$ cat src/rtl/adder_bist_if.sv
// Adder-under-test bus: operands and carry-in out, sum and carry-out back.
// The BIST engine is the master; the adder macro is the slave.
interface adder_bist_if #(
    parameter int WIDTH = 4
);
    logic [WIDTH-1:0] a_o;
    logic [WIDTH-1:0] b_o;
    logic             cin_o;
    logic [WIDTH-1:0] s_i;
    logic             cout_i;

    modport master (
        output a_o, b_o, cin_o,
        input  s_i, cout_i
    );

    modport slave (
        input  a_o, b_o, cin_o,
        output s_i, cout_i
    );
endinterface

$ cat src/rtl/adder_bist.sv
// Exhaustive self-test engine for ripple adders: sweeps every {cin,b,a},
// compares {cout,s} with a reference sum, reports count and first failure.
module adder_bist #(
    parameter int WIDTH  = 4,
    parameter int SETTLE = 1
) (
    input  logic                 clk,
    input  logic                 rst_n,
    input  logic                 start,
    adder_bist_if.master         bus,
    output logic                 busy,
    output logic                 done,
    output logic                 pass,
    output logic [2*WIDTH+1:0]   err_count,
    output logic                 fail_valid,
    output logic [WIDTH-1:0]     fail_a,
    output logic [WIDTH-1:0]     fail_b,
    output logic                 fail_cin,
    output logic [WIDTH:0]       fail_sum
);
    localparam int VW = 2*WIDTH + 1;
    localparam int EW = 2*WIDTH + 2;
    localparam int WW = (SETTLE < 2) ? 1 : $clog2(SETTLE + 1);

    typedef enum logic [2:0] {
        S_IDLE,
        S_DRIVE,
        S_WAIT,
        S_CHECK,
        S_DONE
    } state_t;

    state_t          state;
    state_t          state_d;
    logic [VW-1:0]   vec;
    logic [WW-1:0]   wcnt;
    logic [WIDTH:0]  exp_sum;
    logic [WIDTH:0]  got_sum;
    logic            mismatch;
    logic [EW-1:0]   err_inc;

    // Reference is taken from the registered operands the adder actually sees
    assign exp_sum  = {1'b0, bus.a_o} + {1'b0, bus.b_o}
                    + {{WIDTH{1'b0}}, bus.cin_o};
    assign got_sum  = {bus.cout_i, bus.s_i};
    assign mismatch = (exp_sum != got_sum);
    assign err_inc  = err_count + {{(EW-1){1'b0}}, mismatch};

    always_comb begin
        state_d = state;
        case (state)
            S_IDLE:  if (start) state_d = S_DRIVE;
            S_DONE:  if (start) state_d = S_DRIVE;
            S_DRIVE: state_d = S_WAIT;
            S_WAIT:  if (wcnt == WW'(1)) state_d = S_CHECK;
            S_CHECK: state_d = (&vec) ? S_DONE : S_DRIVE;
            default: state_d = S_IDLE;
        endcase
    end

    always_ff @(posedge clk or negedge rst_n) begin
        if (!rst_n) begin
            state      <= S_IDLE;
            vec        <= '0;
            wcnt       <= '0;
            bus.a_o    <= '0;
            bus.b_o    <= '0;
            bus.cin_o  <= 1'b0;
            busy       <= 1'b0;
            done       <= 1'b0;
            pass       <= 1'b0;
            err_count  <= '0;
            fail_valid <= 1'b0;
            fail_a     <= '0;
            fail_b     <= '0;
            fail_cin   <= 1'b0;
            fail_sum   <= '0;
        end else begin
            state <= state_d;
            busy  <= (state_d == S_DRIVE) || (state_d == S_WAIT)
                  || (state_d == S_CHECK);
            done  <= (state_d == S_DONE);
            case (state)
                S_IDLE, S_DONE: begin
                    if (start) begin
                        vec        <= '0;
                        err_count  <= '0;
                        fail_valid <= 1'b0;
                        fail_a     <= '0;
                        fail_b     <= '0;
                        fail_cin   <= 1'b0;
                        fail_sum   <= '0;
                        pass       <= 1'b0;
                    end
                end
                S_DRIVE: begin
                    bus.a_o   <= vec[WIDTH-1:0];
                    bus.b_o   <= vec[2*WIDTH-1:WIDTH];
                    bus.cin_o <= vec[2*WIDTH];
                    wcnt      <= WW'(SETTLE);
                end
                S_WAIT: begin
                    wcnt <= wcnt - WW'(1);
                end
                S_CHECK: begin
                    if (mismatch) begin
                        err_count <= err_inc;
                        if (!fail_valid) begin
                            fail_valid <= 1'b1;
                            fail_a     <= bus.a_o;
                            fail_b     <= bus.b_o;
                            fail_cin   <= bus.cin_o;
                            fail_sum   <= got_sum;
                        end
                    end
                    if (&vec) pass <= (err_inc == '0);
                    else      vec  <= vec + VW'(1);
                end
                default: ;
            endcase
        end
    end
endmodule

$ cat src/flat_wrapper.sv
// flat-port wrapper written by rule: the top's interface ports become plain ports
module adder_bist_flat 
#(
    parameter int WIDTH  = 4,
    parameter int SETTLE = 1
)
  (clk, rst_n, start, busy, done, pass, err_count, fail_valid, fail_a, fail_b, fail_cin, fail_sum, bus_a_o, bus_b_o, bus_cin_o, bus_s_i, bus_cout_i);
  adder_bist_if #(.WIDTH(WIDTH)) bus_i ();
  input  logic clk;
  input  logic rst_n;
  input  logic start;
  output logic busy;
  output logic done;
  output logic pass;
  output logic [2*WIDTH+1:0] err_count;
  output logic fail_valid;
  output logic [WIDTH-1:0] fail_a;
  output logic [WIDTH-1:0] fail_b;
  output logic fail_cin;
  output logic [WIDTH:0] fail_sum;
  output wire logic [$bits(bus_i.a_o)-1:0] bus_a_o;
  output wire logic [$bits(bus_i.b_o)-1:0] bus_b_o;
  output wire logic [$bits(bus_i.cin_o)-1:0] bus_cin_o;
  input wire logic [$bits(bus_i.s_i)-1:0] bus_s_i;
  input wire logic [$bits(bus_i.cout_i)-1:0] bus_cout_i;
  assign bus_a_o = bus_i.a_o;
  assign bus_b_o = bus_i.b_o;
  assign bus_cin_o = bus_i.cin_o;
  assign bus_i.s_i = bus_s_i;
  assign bus_i.cout_i = bus_cout_i;
  adder_bist #(.WIDTH(WIDTH), .SETTLE(SETTLE)) u_core (.clk(clk), .rst_n(rst_n), .start(start), .bus(bus_i), .busy(busy), .done(done), .pass(pass), .err_count(err_count), .fail_valid(fail_valid), .fail_a(fail_a), .fail_b(fail_b), .fail_cin(fail_cin), .fail_sum(fail_sum));
endmodule
$ cat config.mk
export PLATFORM = sky130hd
export DESIGN_NAME = adder_bist_flat
export DESIGN_NICKNAME = d
export VERILOG_FILES = /design/src/rtl/adder_bist_if.sv /design/src/rtl/adder_bist.sv /design/src/flat_wrapper.sv
export SDC_FILE = /design/constraint.sdc
export NUM_CORES = 1
export LEC_CHECK = 0
export ABC_CLOCK_PERIOD_IN_PS = 3910
export BUFFER_PORTS_ARGS = -buffer_cell sky130_fd_sc_hd__clkbuf_2
export CAP_MARGIN = 0
export CORE_MARGIN = 2
export CORE_UTILIZATION = 31
export CTS_CLUSTER_SIZE = 10
export DETAILED_ROUTE_END_ITERATION = 8
export GPL_ROUTABILITY_DRIVEN = 0
export HOLD_SLACK_MARGIN = 0.06
export PLACE_DENSITY_LB_ADDON = 0.15
export SLEW_MARGIN = 20
export SYNTH_ARGS = -nofsm -noshare
export SYNTH_HDL_FRONTEND = slang
export SYNTH_SLANG_ARGS = --single-unit
$ cat constraint.sdc
create_clock -name clk -period 3.91 [get_ports clk]
set_input_delay 0.391 -clock clk [delete_from_list [all_inputs] [get_ports clk]]
set_output_delay 0.391 -clock clk [all_outputs]
set_load 0.02 [all_outputs]
; ---- Word-level counts from Yosys, hierarchy flattened
; Cells that the tools add are included.
[classes]
add_sub_neg = 5
n_eq_ne = 14
mux = 30
reduce_logical = 12
[ops]
columns = cell, n
row1 = 10-bit two-way mux, 2
row2 = 4-bit two-way mux, 5
row3 = 10-bit case mux with 2 select lines, 1
row4 = 9-bit two-way mux, 2
row5 = 9-bit case mux with 2 select lines, 1
row6 = 4-bit case mux with 2 select lines, 2
row7 = 5-bit two-way mux, 3
row8 = "3-bit by 2-bit == test with 1-bit output, second input constant", 4
row9 = 3-bit case mux with 4 select lines, 1
row10 = 10-bit by 1-bit adder with 10-bit output, 1
row11 = 10-bit zero test, 1
row12 = 5-bit case mux with 2 select lines, 1
row13 = "9-bit by 1-bit adder with 9-bit output, second input constant", 1
row14 = 3-bit two-way mux, 3
row15 = 3-bit AND reduction, 3
row16 = 9-bit AND reduction, 1
row17 = 1-bit case mux with 2 select lines, 4
row18 = "3-bit by 1-bit == test with 1-bit output, second input constant", 2
row19 = "3-bit == test, second input constant", 2
row20 = "2-bit by 1-bit != test with 1-bit output, second input constant", 3
row21 = 4-bit by 4-bit adder with 5-bit output, 1
row22 = 5-bit by 1-bit adder with 5-bit output, 1
row23 = 1-bit two-way mux, 5
row24 = 5-bit != test, 1
row25 = 7 further kinds, 10
[totals]
register_bits = 50
in_bits = 8
out_inout_bits = 37

; ---- Logic depth before layout (Yosys ltp)
; Gate-level depths: netlist of the first run.
[logic_depth]
ltp_word = 7
mapped_depth = 15
ltp_nobuf = 13

; ---- Least setup slack after synthesis of the first run
; Ideal clock, no wire load.
[synth_path]
path_type = register to register
start = reg u_core.bus.cin_o
end = reg u_core.pass
setup_ps = 95
arrival_time_ps = 3824
required_time_ps = 3815
setup_slack_ps = -10
path_stages_with_launch = 16
path_buffers = 2
period_less_slack_ps = 3920
cell_sequence = dfrtp_1 fa_1 fa_1 and3_1 or3_1 and2_1 clkbuf_1 clkbuf_1 nand2b_1 ha_1 ha_1 and3_1 nand3_1 xor2_1 a31oi_1 o31ai_1
[synth_via]
elab_chain_cells = 6
[synth_lines]
columns = item, line_no
row1 = from (decl), adder_bist_if.sv:13  ; output a_o, b_o, cin_o,
row2 = from (signal assigned), adder_bist.sv:99  ; bus.cin_o <= vec[2*WIDTH];
row3 = 5-bit by 1-bit adder with 5-bit output, adder_bist.sv:44  ; + {{WIDTH{1'b0}}, bus.cin_o};
row4 = 5-bit != test, adder_bist.sv:46  ; assign mismatch = (exp_sum != got_sum);
row5 = 10-bit by 1-bit adder with 10-bit output, adder_bist.sv:47  ; assign err_inc = err_count + {{(EW-1){1'b0}}, mismatch};
row6 = 10-bit zero test, adder_bist.sv:116  ; if (&vec) pass <= (err_inc == '0);
row7 = 1-bit two-way mux, adder_bist.sv:116
row8 = 1-bit case mux with 2 select lines, adder_bist.sv:83  ; case (state)
row9 = to (signal assigned), adder_bist.sv:116
row10 = to (decl), adder_bist.sv:13  ; output logic pass,
; Every way passes these cells. The select of a mux whose other input is x is not followed.
; A chain may end at the register's enable or synchronous reset.

; ---- Worst setup path in the final report of the first run
; Ends and elaborated chain as after synthesis.

==> results of run 1 <==
==> layout by cell type, fill, tap and decap left out, types with 5 or more instances in the layout <==
master | Yosys | layout
sky130_fd_sc_hd__dfrtp_1 | 50 | 50
sky130_fd_sc_hd__clkbuf_2 | 0 | 44
sky130_fd_sc_hd__nand2_1 | 37 | 37
sky130_fd_sc_hd__nand3_1 | 21 | 20
sky130_fd_sc_hd__o2111ai_1 | 18 | 18
sky130_fd_sc_hd__nor2_1 | 16 | 16
sky130_fd_sc_hd__mux2_2 | 10 | 10
sky130_fd_sc_hd__o211ai_1 | 10 | 10
sky130_fd_sc_hd__xnor2_1 | 9 | 9
sky130_fd_sc_hd__inv_1 | 9 | 9
sky130_fd_sc_hd__o21ai_0 | 9 | 9
sky130_fd_sc_hd__a21oi_1 | 8 | 8
sky130_fd_sc_hd__o211ai_2 | 8 | 8
sky130_fd_sc_hd__xor2_1 | 7 | 7
sky130_fd_sc_hd__ha_1 | 7 | 7
sky130_fd_sc_hd__o221ai_1 | 6 | 6
sky130_fd_sc_hd__and3_1 | 5 | 5
sky130_fd_sc_hd__clkbuf_8 | 0 | 5
==> critical path, delay by kind of cell (launching register included) <==
kind | cells | cell delay [ns]
adders and majority gates | 4 | 1.38
AOI/OAI and AO/OA | 2 | 0.33
xor gates and xnor gates | 1 | 0.15
and+or+nand+nor | 6 | 1.24
DFF | 1 | 0.44
==> worst paths after layout <==
check / startpoint / endpoint / slack (ns) / cells past startpoint
worst max-delay path: u_core.bus.cin_o$_DFFE_PN0P_ / u_core.pass$_DFFE_PN0P_ / 0.27 / 13
max in group asynchronous: rst_n / u_core.fail_sum[4]$_DFFE_PN0P_ / 3.03 / 2
worst min-delay path: rst_n / u_core.busy$_DFF_PN0_ / 0.06 / 1
worst min register to register: u_core.pass$_DFFE_PN0P_ / u_core.pass$_DFFE_PN0P_ / 0.52 / 2
min in group clk: start / u_core.done$_DFF_PN0_ / 0.31 / 2
worst max register to register: u_core.bus.cin_o$_DFFE_PN0P_ / u_core.pass$_DFFE_PN0P_ / 0.27 / 13
==> sequential cells by signal, indices dropped and copies added, names as in the netlist <==
name	count
u_core.fail_b	4
u_core.bus.b_o	4
u_core.bus.cin_o	1
u_core.fail_cin	1
u_core.done	1
u_core.fail_a	4
u_core.busy	1
u_core.bus.a_o	4
u_core.err_count	10
u_core.pass	1
u_core.fail_valid	1
u_core.vec	9
u_core.state	3
u_core.fail_sum	5
u_core.wcnt	1
==> cell usage after synthesis (all sizes together) (3+ instances only) <==
cell type / count / share of area [%]
or3: 3 / 0.66
o221ai: 6 / 1.9
dfrtp: 50 / 44
xnor2: 9 / 2.8
inv: 9 / 1.2
nor4: 3 / 0.66
nand3: 21 / 3.7
buf: 8 / 1.8
xor2: 7 / 2.2
nand2b: 4 / 0.88
mux2: 10 / 4.0
o211ai: 18 / 6.2
o2111ai: 18 / 5.6
nor2: 16 / 2.1
nor3: 4 / 0.88
a21oi: 8 / 1.4
and3: 5 / 1.1
ha: 7 / 3.1
nand4: 3 / 0.66
o21ai: 12 / 2.3
nand2: 37 / 4.9
clkbuf: 12 / 1.6
==> layer usage <==
metal  global-route usage (%)  wire (µm)  up-vias
met5                        0          0        -
met4                    4.004         99        0
met3                    3.303        326        8
met2                    23.08       3413       46
met1                    21.59       3489     1164
li1                         -          -     1126
==> area by class of cell <==
| type | count | area (µm²) |
|---|---|---|
| fill | 906 | 5580 |
| sequential | 50 | 1251 |
| clock inverter | 2 | 37.54 |
| timing repair buffer | 47 | 242.7 |
| multi-input combinational | 209 | 1453 |
| tap | 108 | 135.1 |
| inverter | 9 | 33.78 |
| clock buffer | 6 | 72.57 |
==> cells by family after synthesis <==
logic type / count (synthesis)
buffers and inverters: 29
AOI/OAI and AO/OA: 70
adders and majority gates: 9
muxes: 12
and+or+nand+nor: 102
xor gates and xnor gates: 16
DFF: 50
==> where the power goes <==
part,switching [mW],internal (mW),leakage (nW),total [mW]
Sequential,0.192,0.655,0.670,0.847
Combinational,0.615,0.338,0.735,0.953
Clock,0.181,0.191,0.0514,0.372
Total,0.988,1.18,1.46,2.17
==> flow_results.org, run 1 <==
** Run status
- Status :: completed

** Drt
- The detail route stage leaves a number of antenna-violating nets equal to 0.
- Post-detailed-route wirelength per cell :: 17.01 µm
- For this run, design rule violations remaining after detail routing come to 0.
- The first detailed-routing pass took 4 iterations.
- Final Routed Wirelength :: 7330 µm
- Detailed router's first-iteration violation count :: 96
- For this block, the via count after detailed routing is 2,344.
- Detailed-route vias per instance :: 5.439

** Synth
- The netlist uses 42 different library cells.
- Ys async rst share :: 100.0%
- The most used flip-flop cell after synthesis is sky130_fd_sc_hd__dfrtp_1.
- Number of warnings issued by yosys :: 0
- Post-Syn Area :: 2829 µm²
- After Yosys synthesis, and, or, nand and nor cells account for 17.20% of the synthesized area.
- The synthesized design contains 50 register bits.
- Summing the sequential cell areas from Yosys gives 44.23% of the chip area.
- Counting flops with a built-in enable in the synthesized netlist gives 0.
- The number of nets handed over by synthesis was 305.
- Synthesized instance count :: 288
- Multiplexer cells account for 4.688% of the synthesized area.
- Synth Area in XOR/XNOR :: 4.954%
- Adder-cell area share of the yosys netlist :: 4.511%
- A synthesized cell averages 9.823 µm².
- Main combinational cell family by area after synthesis :: compound AO/OA/AOI/OAI gates
- Compound-cell area share of the yosys netlist :: 19.81%

** Placement
- After legalization and detailed placement, the total HPWL measured 5117 µm.
- Number of placed instances, taps included :: 423
- Port Buf Inserts :: 44
- Post-DP Area :: 3110 µm²
- Pre-CTS worst setup slack :: 0.2355 ns

** Timing
- The count of final hold-check violations came to 0.
- The worst path needs 3.640 ns of the cycle, external delays included.
- Maximum frequency from static timing analysis :: 274.7 MHz
- Pins over their slew limit :: 0
- Final setup margin :: 0.2699 ns
- Dividing the final minimum period by the clock period gives 93.10%.
- Setup violations remaining at the end of the flow were counted as 0.
- Setup total negative slack on the finished layout was measured at 0 ns.
- Setup repair after global routing left no endpoint under its margin.
- Measured slew at the worst slew-check pin :: 0.8847 ns
- Between clock sinks in the finished design, the worst skew comes to 0.006219 ns.
- Measured against its own limit, the worst slew margin works out to 40.88%.
- Worst hold slack :: 0.06387 ns

** Worst setup path
- Critical path, cell by cell :: fa_1 > fa_1 > and3_1 > or3_1 > and2_1 > nand2b_1 > ha_1 > ha_1 > and3_1 > nand3_2 > xor2_1 > a31oi_1 > o31ai_1
- Cell at the slowest stage of the critical path :: sky130_fd_sc_hd__fa_1
- Top fanout value on the critical path :: 6
- Capturing element type of the critical path :: register
- Critical path data arrival time :: 3.85 ns
- Data on the critical path is required at its endpoint by 4.12 ns.
- Max stage delay on crit path :: 0.48 ns
- The setup path with the least slack is of type reg2reg.
- Crit path launch type :: register

** Cells and area
- Once layout is done, the placed cells without fillers occupy 3226 µm².
- Layout cells sized above 1 :: 24.46%
- Relative to the synthesized area, the layout overhead comes to 14.02%.
- Antenna Diode Count :: 0
- For this run, the number of standard cells in the final layout without fillers is 431.
- At the end of the flow the core is filled with cells to 36.63%.
- For this run, the post-layout net count is 339.

** CTS
- The later pin in the worst-skew pair is clocked with a latency of 0.30 ns.
- The longest clock path from root to sink contains 2 buffers.
- For this design, the sink count on the clock tree is 50.
- Num CTS Buffers :: 5
- The tree is rooted in a sky130_fd_sc_hd__clkbuf_8.
- Number of buffers inserted by hold repair at cts :: 0
- Resized Gates After CTS :: 0
- After clock tree synthesis, the clock-pin slew on the worst setup and hold paths is 0.10 ns.
- TritonCTS clock tree :: yes
- After clock tree synthesis, the setup repair step added 0 buffers.
- The H-tree generated during clock tree synthesis spans 2 levels.

** Die
- Once the floorplan was initialized, standard cells occupied 32.13% of the core.
- 45 I/O pins were placed.
- In this run the horizontal extent of the chip is 99.53 µm.
- Die boundary height :: 99.53 µm
- Die Footprint :: 9906 µm²
- After floorplanning, the core was divided into 34 placement rows.
- Core footprint :: 8806 µm²

** Global routing
- The total overflow left after global routing is 0.
- In the global route stage, overall resource usage came out at 15.07%.
- The initial antenna violation count came to 0.
- Via count of the first global-routing pass :: 2,234
- Pin count of the biggest net entering global routing :: 42
- The first global-routing pass estimated 11,950 µm of wire.

** Run
- Number of maximum-capacitance constraint violations :: 0

** Power and ir drop
- Overall power :: 2.172 mW
- The worst-case IR drop observed on VDD is 0.0002840 V.
- For this design the static power due to leakage is 1.457 nW.
- Dividing total power by cell area gives a power density of 673.4 nW/µm².

** Min path
- The min-delay analysis places its worst path in the category in2async.
No activity file was read; power rests on OpenSTA's default activity.
==> inputs of run 2 (changes only) <==
--- a/config.mk
+++ b/config.mk
@@ -6,7 +6,7 @@
 export NUM_CORES = 1
 export LEC_CHECK = 0
 export ABC_CLOCK_PERIOD_IN_PS = 3910
-export BUFFER_PORTS_ARGS = -buffer_cell sky130_fd_sc_hd__clkbuf_2
+export BUFFER_PORTS_ARGS = -buffer_cell sky130_fd_sc_hd__buf_2
 export CAP_MARGIN = 0
 export CORE_MARGIN = 2
 export CORE_UTILIZATION = 31
@@ -15,7 +15,6 @@
 export GPL_ROUTABILITY_DRIVEN = 0
 export HOLD_SLACK_MARGIN = 0.06
 export PLACE_DENSITY_LB_ADDON = 0.15
-export SLEW_MARGIN = 20
 export SYNTH_ARGS = -nofsm -noshare
 export SYNTH_HDL_FRONTEND = slang
 export SYNTH_SLANG_ARGS = --single-unit
==> run 2 against run 1 <==
Effect of this change:
- sequential share of layout area decreased by 0.075 points
- combinational power about the same
- die area unchanged
- hold slack improved by 0.11 ns
- clock-buffer cell count decreased by 1
- flip-flop and latch count unchanged
- global-route usage decreased by 0.36 points
- clock skew increased by 0.0059 ns
- via count decreased by 1.6%
- largest cell class unchanged
- largest power group unchanged
==> flow_results.org, run 2 (synthesis gave the netlist of run 1 again) <==
** Drt
- The post-route DRC violation count came to 0 (unchanged).
- The detailed router's first-iteration violation count was 115 (+20%).
- Total number of vias :: 2,307 (-1.6%)
- The final antenna-violating net count was 0 (unchanged).
- 1st-pass router iterations :: 4 (unchanged)
- Post-detailed-route wirelength per cell :: 16.67 µm (-2.0%)
- The total wirelength of the detailed-routed design came to 7183 µm (-2.0%).
- Detailed-route vias per instance :: 5.353 (-1.6%)

** Cells and area
- The area taken by flip-flops and latches came to 1251 µm² (unchanged).
- Area of the multi-input gates :: 1453 µm² (unchanged)
- From synthesis to final layout, the design area changed by 14.24%.
- Most flop-heavy register :: u_core.err_count
- The library cell used most frequently in the layout, excluding fill and tap cells, is sky130_fd_sc_hd__dfrtp_1.
- Largest registers ranked by flip-flop count :: u_core.err_count (10), u_core.vec (9), u_core.fail_sum (5)
- Leaving out fill and tap cells, the most frequent cells in the layout are sky130_fd_sc_hd__dfrtp_1, sky130_fd_sc_hd__buf_2, sky130_fd_sc_hd__nand2_1.
- The share of cells above drive strength 1 is 24.77% (+0.31 points).
- Fin nets :: 339 (unchanged)
- The total of fill cells in the finished design was 887 (-2.1%).
- The antenna diode count was 0 (unchanged).
- The number of flip-flops under the largest register name was 10 (unchanged).

** Worst setup path
- Top fanout value on the critical path :: 6 (unchanged)
- The worst path required time is 4.14 ns (+0.02 ns).
- Crit path launch type :: register
- The logic depth of the worst register-to-register path is 13 (unchanged).
- Critical path data arrival time :: 3.88 ns (+0.03 ns)
- By startpoint and endpoint, the worst setup path is classified as reg2reg.
- Worst reg2reg endpoint :: u_core.pass$_DFFE_PN0P_
- Flop2flop setup slack :: 0.26 ns (about the same)
- In this run the critical register-to-register path is launched from u_core.bus.cin_o$_DFFE_PN0P_.
- Capturing element type of the critical path :: register
- The critical path starts at u_core.bus.cin_o$_DFFE_PN0P_.
- In this run the worst setup path terminates at u_core.pass$_DFFE_PN0P_.

** Global routing
- Wire length of the first global-routing pass :: 11,480 µm (-3.9%)
- Via count of the first global-routing pass :: 2,183 (-2.3%)
- The remaining global-route overflow is 0 (unchanged).
- Total routing resource utilization after global routing :: 14.71% (-0.36 points)
- Initial antenna violation count :: 0 (unchanged)
- Pin count of the biggest net entering global routing :: 51 (+21%)

** Min path
- In this run the worst hold path is classified as in2async.

** Timing
- The count of final hold-check violations came to 0 (unchanged).
- The number of endpoints failing setup at the final stage was 0 (unchanged).
- The measured slew at the worst slew-check pin came to 0.8727 ns (-0.01208 ns).
- The tightest slew margin relative to the limit was 41.68% (+0.81 points).
- The timing-limited maximum frequency is 273.7 MHz (-0.39%).
- The setup TNS after final layout came to 0 ns (unchanged).
- Pins over their slew limit :: 0 (unchanged)
- Unrepaired setup endpoints after global routing :: false
- Final worst clock skew :: 0.01212 ns (+0.005897 ns)
- Min Tclk post-route :: 3.654 ns (+0.01410 ns)
- Crit share post-route :: 93.46% (+0.36 points)

** CTS
- The count of hold-fix buffers inserted at cts was 0 (unchanged).
- The worst-skew pair later-pin latency is 0.32 ns (+0.02 ns).
- TritonCTS built the clock tree.
- The post-CTS setup repair buffer count was 0 (unchanged).
- Number of clock sinks :: 50 (unchanged)
- The maximum level of the CTS H-tree was 2 (unchanged).
- Clock slew at reported path FFs :: 0.11 ns (about the same)
- Number of buffers on the longest clock path :: 2 (unchanged)
- The number of CTS-inserted buffers came to 5 (unchanged).
- The quantity of gates resized following cts came to 0 (unchanged).
- The tree is rooted in a sky130_fd_sc_hd__clkbuf_8.

** Placement
- Post-detailed-placement half-perimeter wirelength :: 4898 µm (-4.3%)
- Port Buf Inserts :: 44 (unchanged)

** Die
- The floorplan die height came to 99.53 µm (unchanged).
- The number of ports placed on the die boundary came to 45 (unchanged).
- The core area was 8806 µm² (unchanged).
- Die Footprint :: 9906 µm² (unchanged)
- Initial core utilization :: 32.13% (unchanged)
- Standard-cell rows :: 34 (unchanged)
- DIE WIDTH :: 99.53 µm (unchanged)

** Power and ir drop
- The total power divided by cell area was 677.2 nW/µm² (+0.56%).
- The switching power as a share of total power was 45.58% (+0.10 points).
- The part of the power in the clock network came to 17.9% (+0.8 points).
- Share of total power in sequential cells :: 38.6% (-0.4 points)
- The share of power burned in combinational logic was 43.5% (-0.4 points).
- The overall power is 2.189 mW (+0.76%).
- The design internal power is 1.191 mW (+0.57%).
- Highest ir drop seen on vdd :: 0.0002031 V (-28%)
- The leakage power of the design is 1.489 nW (+2.2%).
- The switching power was 997.6 µW (+0.99%).

** Run
- Number of maximum-capacitance constraint violations :: 0 (unchanged)

** Run status
- Status :: completed
run 2: cell count changes in the layout (fill, tap and decap cells not counted):
cell,before,now
sky130_fd_sc_hd__clkinvlp_4,1,0
sky130_fd_sc_hd__inv_6,0,2
sky130_fd_sc_hd__clkbuf_1,1,0
sky130_fd_sc_hd__clkbuf_2,44,0
sky130_fd_sc_hd__buf_2,0,44
run 2: worst max-delay path, stage by stage (launching register included):
cell and delay, ns:
sky130_fd_sc_hd__dfrtp_1 0.45, sky130_fd_sc_hd__fa_1 0.48, sky130_fd_sc_hd__fa_1 0.43, sky130_fd_sc_hd__and3_1 0.19, sky130_fd_sc_hd__or3_1 0.36, sky130_fd_sc_hd__and2_1 0.17, sky130_fd_sc_hd__nand2b_1 0.14, sky130_fd_sc_hd__ha_1 0.22
sky130_fd_sc_hd__ha_1 0.26, sky130_fd_sc_hd__and3_1 0.24, sky130_fd_sc_hd__nand3_2 0.13, sky130_fd_sc_hd__xor2_1 0.15, sky130_fd_sc_hd__a31oi_1 0.09, sky130_fd_sc_hd__o31ai_1 0.24
run 2: final cells by class:
type,instances,area share [%]
Inverter,9,1.045
Tap cell,108,4.181
Sequential cell,50,38.71
Clock buffer,5,2.129
Multi-Input combinational cell,209,44.95
Timing Repair Buffer,47,7.511
Clock inverter,3,1.471
run 2: power by group through the flow:
stage / sequential (mW) / clock, mW / combinational, mW
finish: 0.845 / 0.391 / 0.952
global route: 0.877 / 0.424 / 1.05
CTS: 0.844 / 0.404 / 0.958
detailed placement: 0.855 / 0 / 0.954
global placement: 0.852 / 0 / 0.957
floorplan: 0.913 / 0 / 0.627
run 2: through the flow:
stage	utilization (%)	setup slack, ns	area (µm²)	std cells	hold WS [ns]
final	36.70	0.2558	3232	431	0.1776
after floorplan	-	0.02151	2830	288	0.09541
after global routing	36.70	0.07973	3232	431	0.2265
after CTS	36.64	0.1913	3227	431	0.2122
after global placement	35.32	0.2996	3110	423	0.4958
after detailed placement	35.32	0.2312	3110	423	0.5018
run 2: worst min path at each step:
| stage | from | end | cells past startpoint |
|---|---|---|---|
| 6_report | rst_n | u_core.busy$_DFF_PN0_ | 2 |
| 5_1_grt | rst_n | u_core.done$_DFF_PN0_ | 2 |
| 4_1_cts | rst_n | u_core.busy$_DFF_PN0_ | 2 |
| 3_5_place_dp | u_core.pass$_DFFE_PN0P_ | u_core.pass$_DFFE_PN0P_ | 2 |
| 3_3_place_gp | u_core.pass$_DFFE_PN0P_ | u_core.pass$_DFFE_PN0P_ | 2 |
| 2_1_floorplan | rst_n | u_core.bus.a_o[0]$_DFFE_PN0P_ | 0 |
run 2: metal layers:
metal / up-vias / track usage (%) / share of wire, %
li1: 1134 / - / -
met3: 7 / 3.584 / 4.6
met1: 1115 / 20.99 / 50
met4: 0 / 4.215 / 1.3
met2: 51 / 22.19 / 44
met5: - / 0 / 0
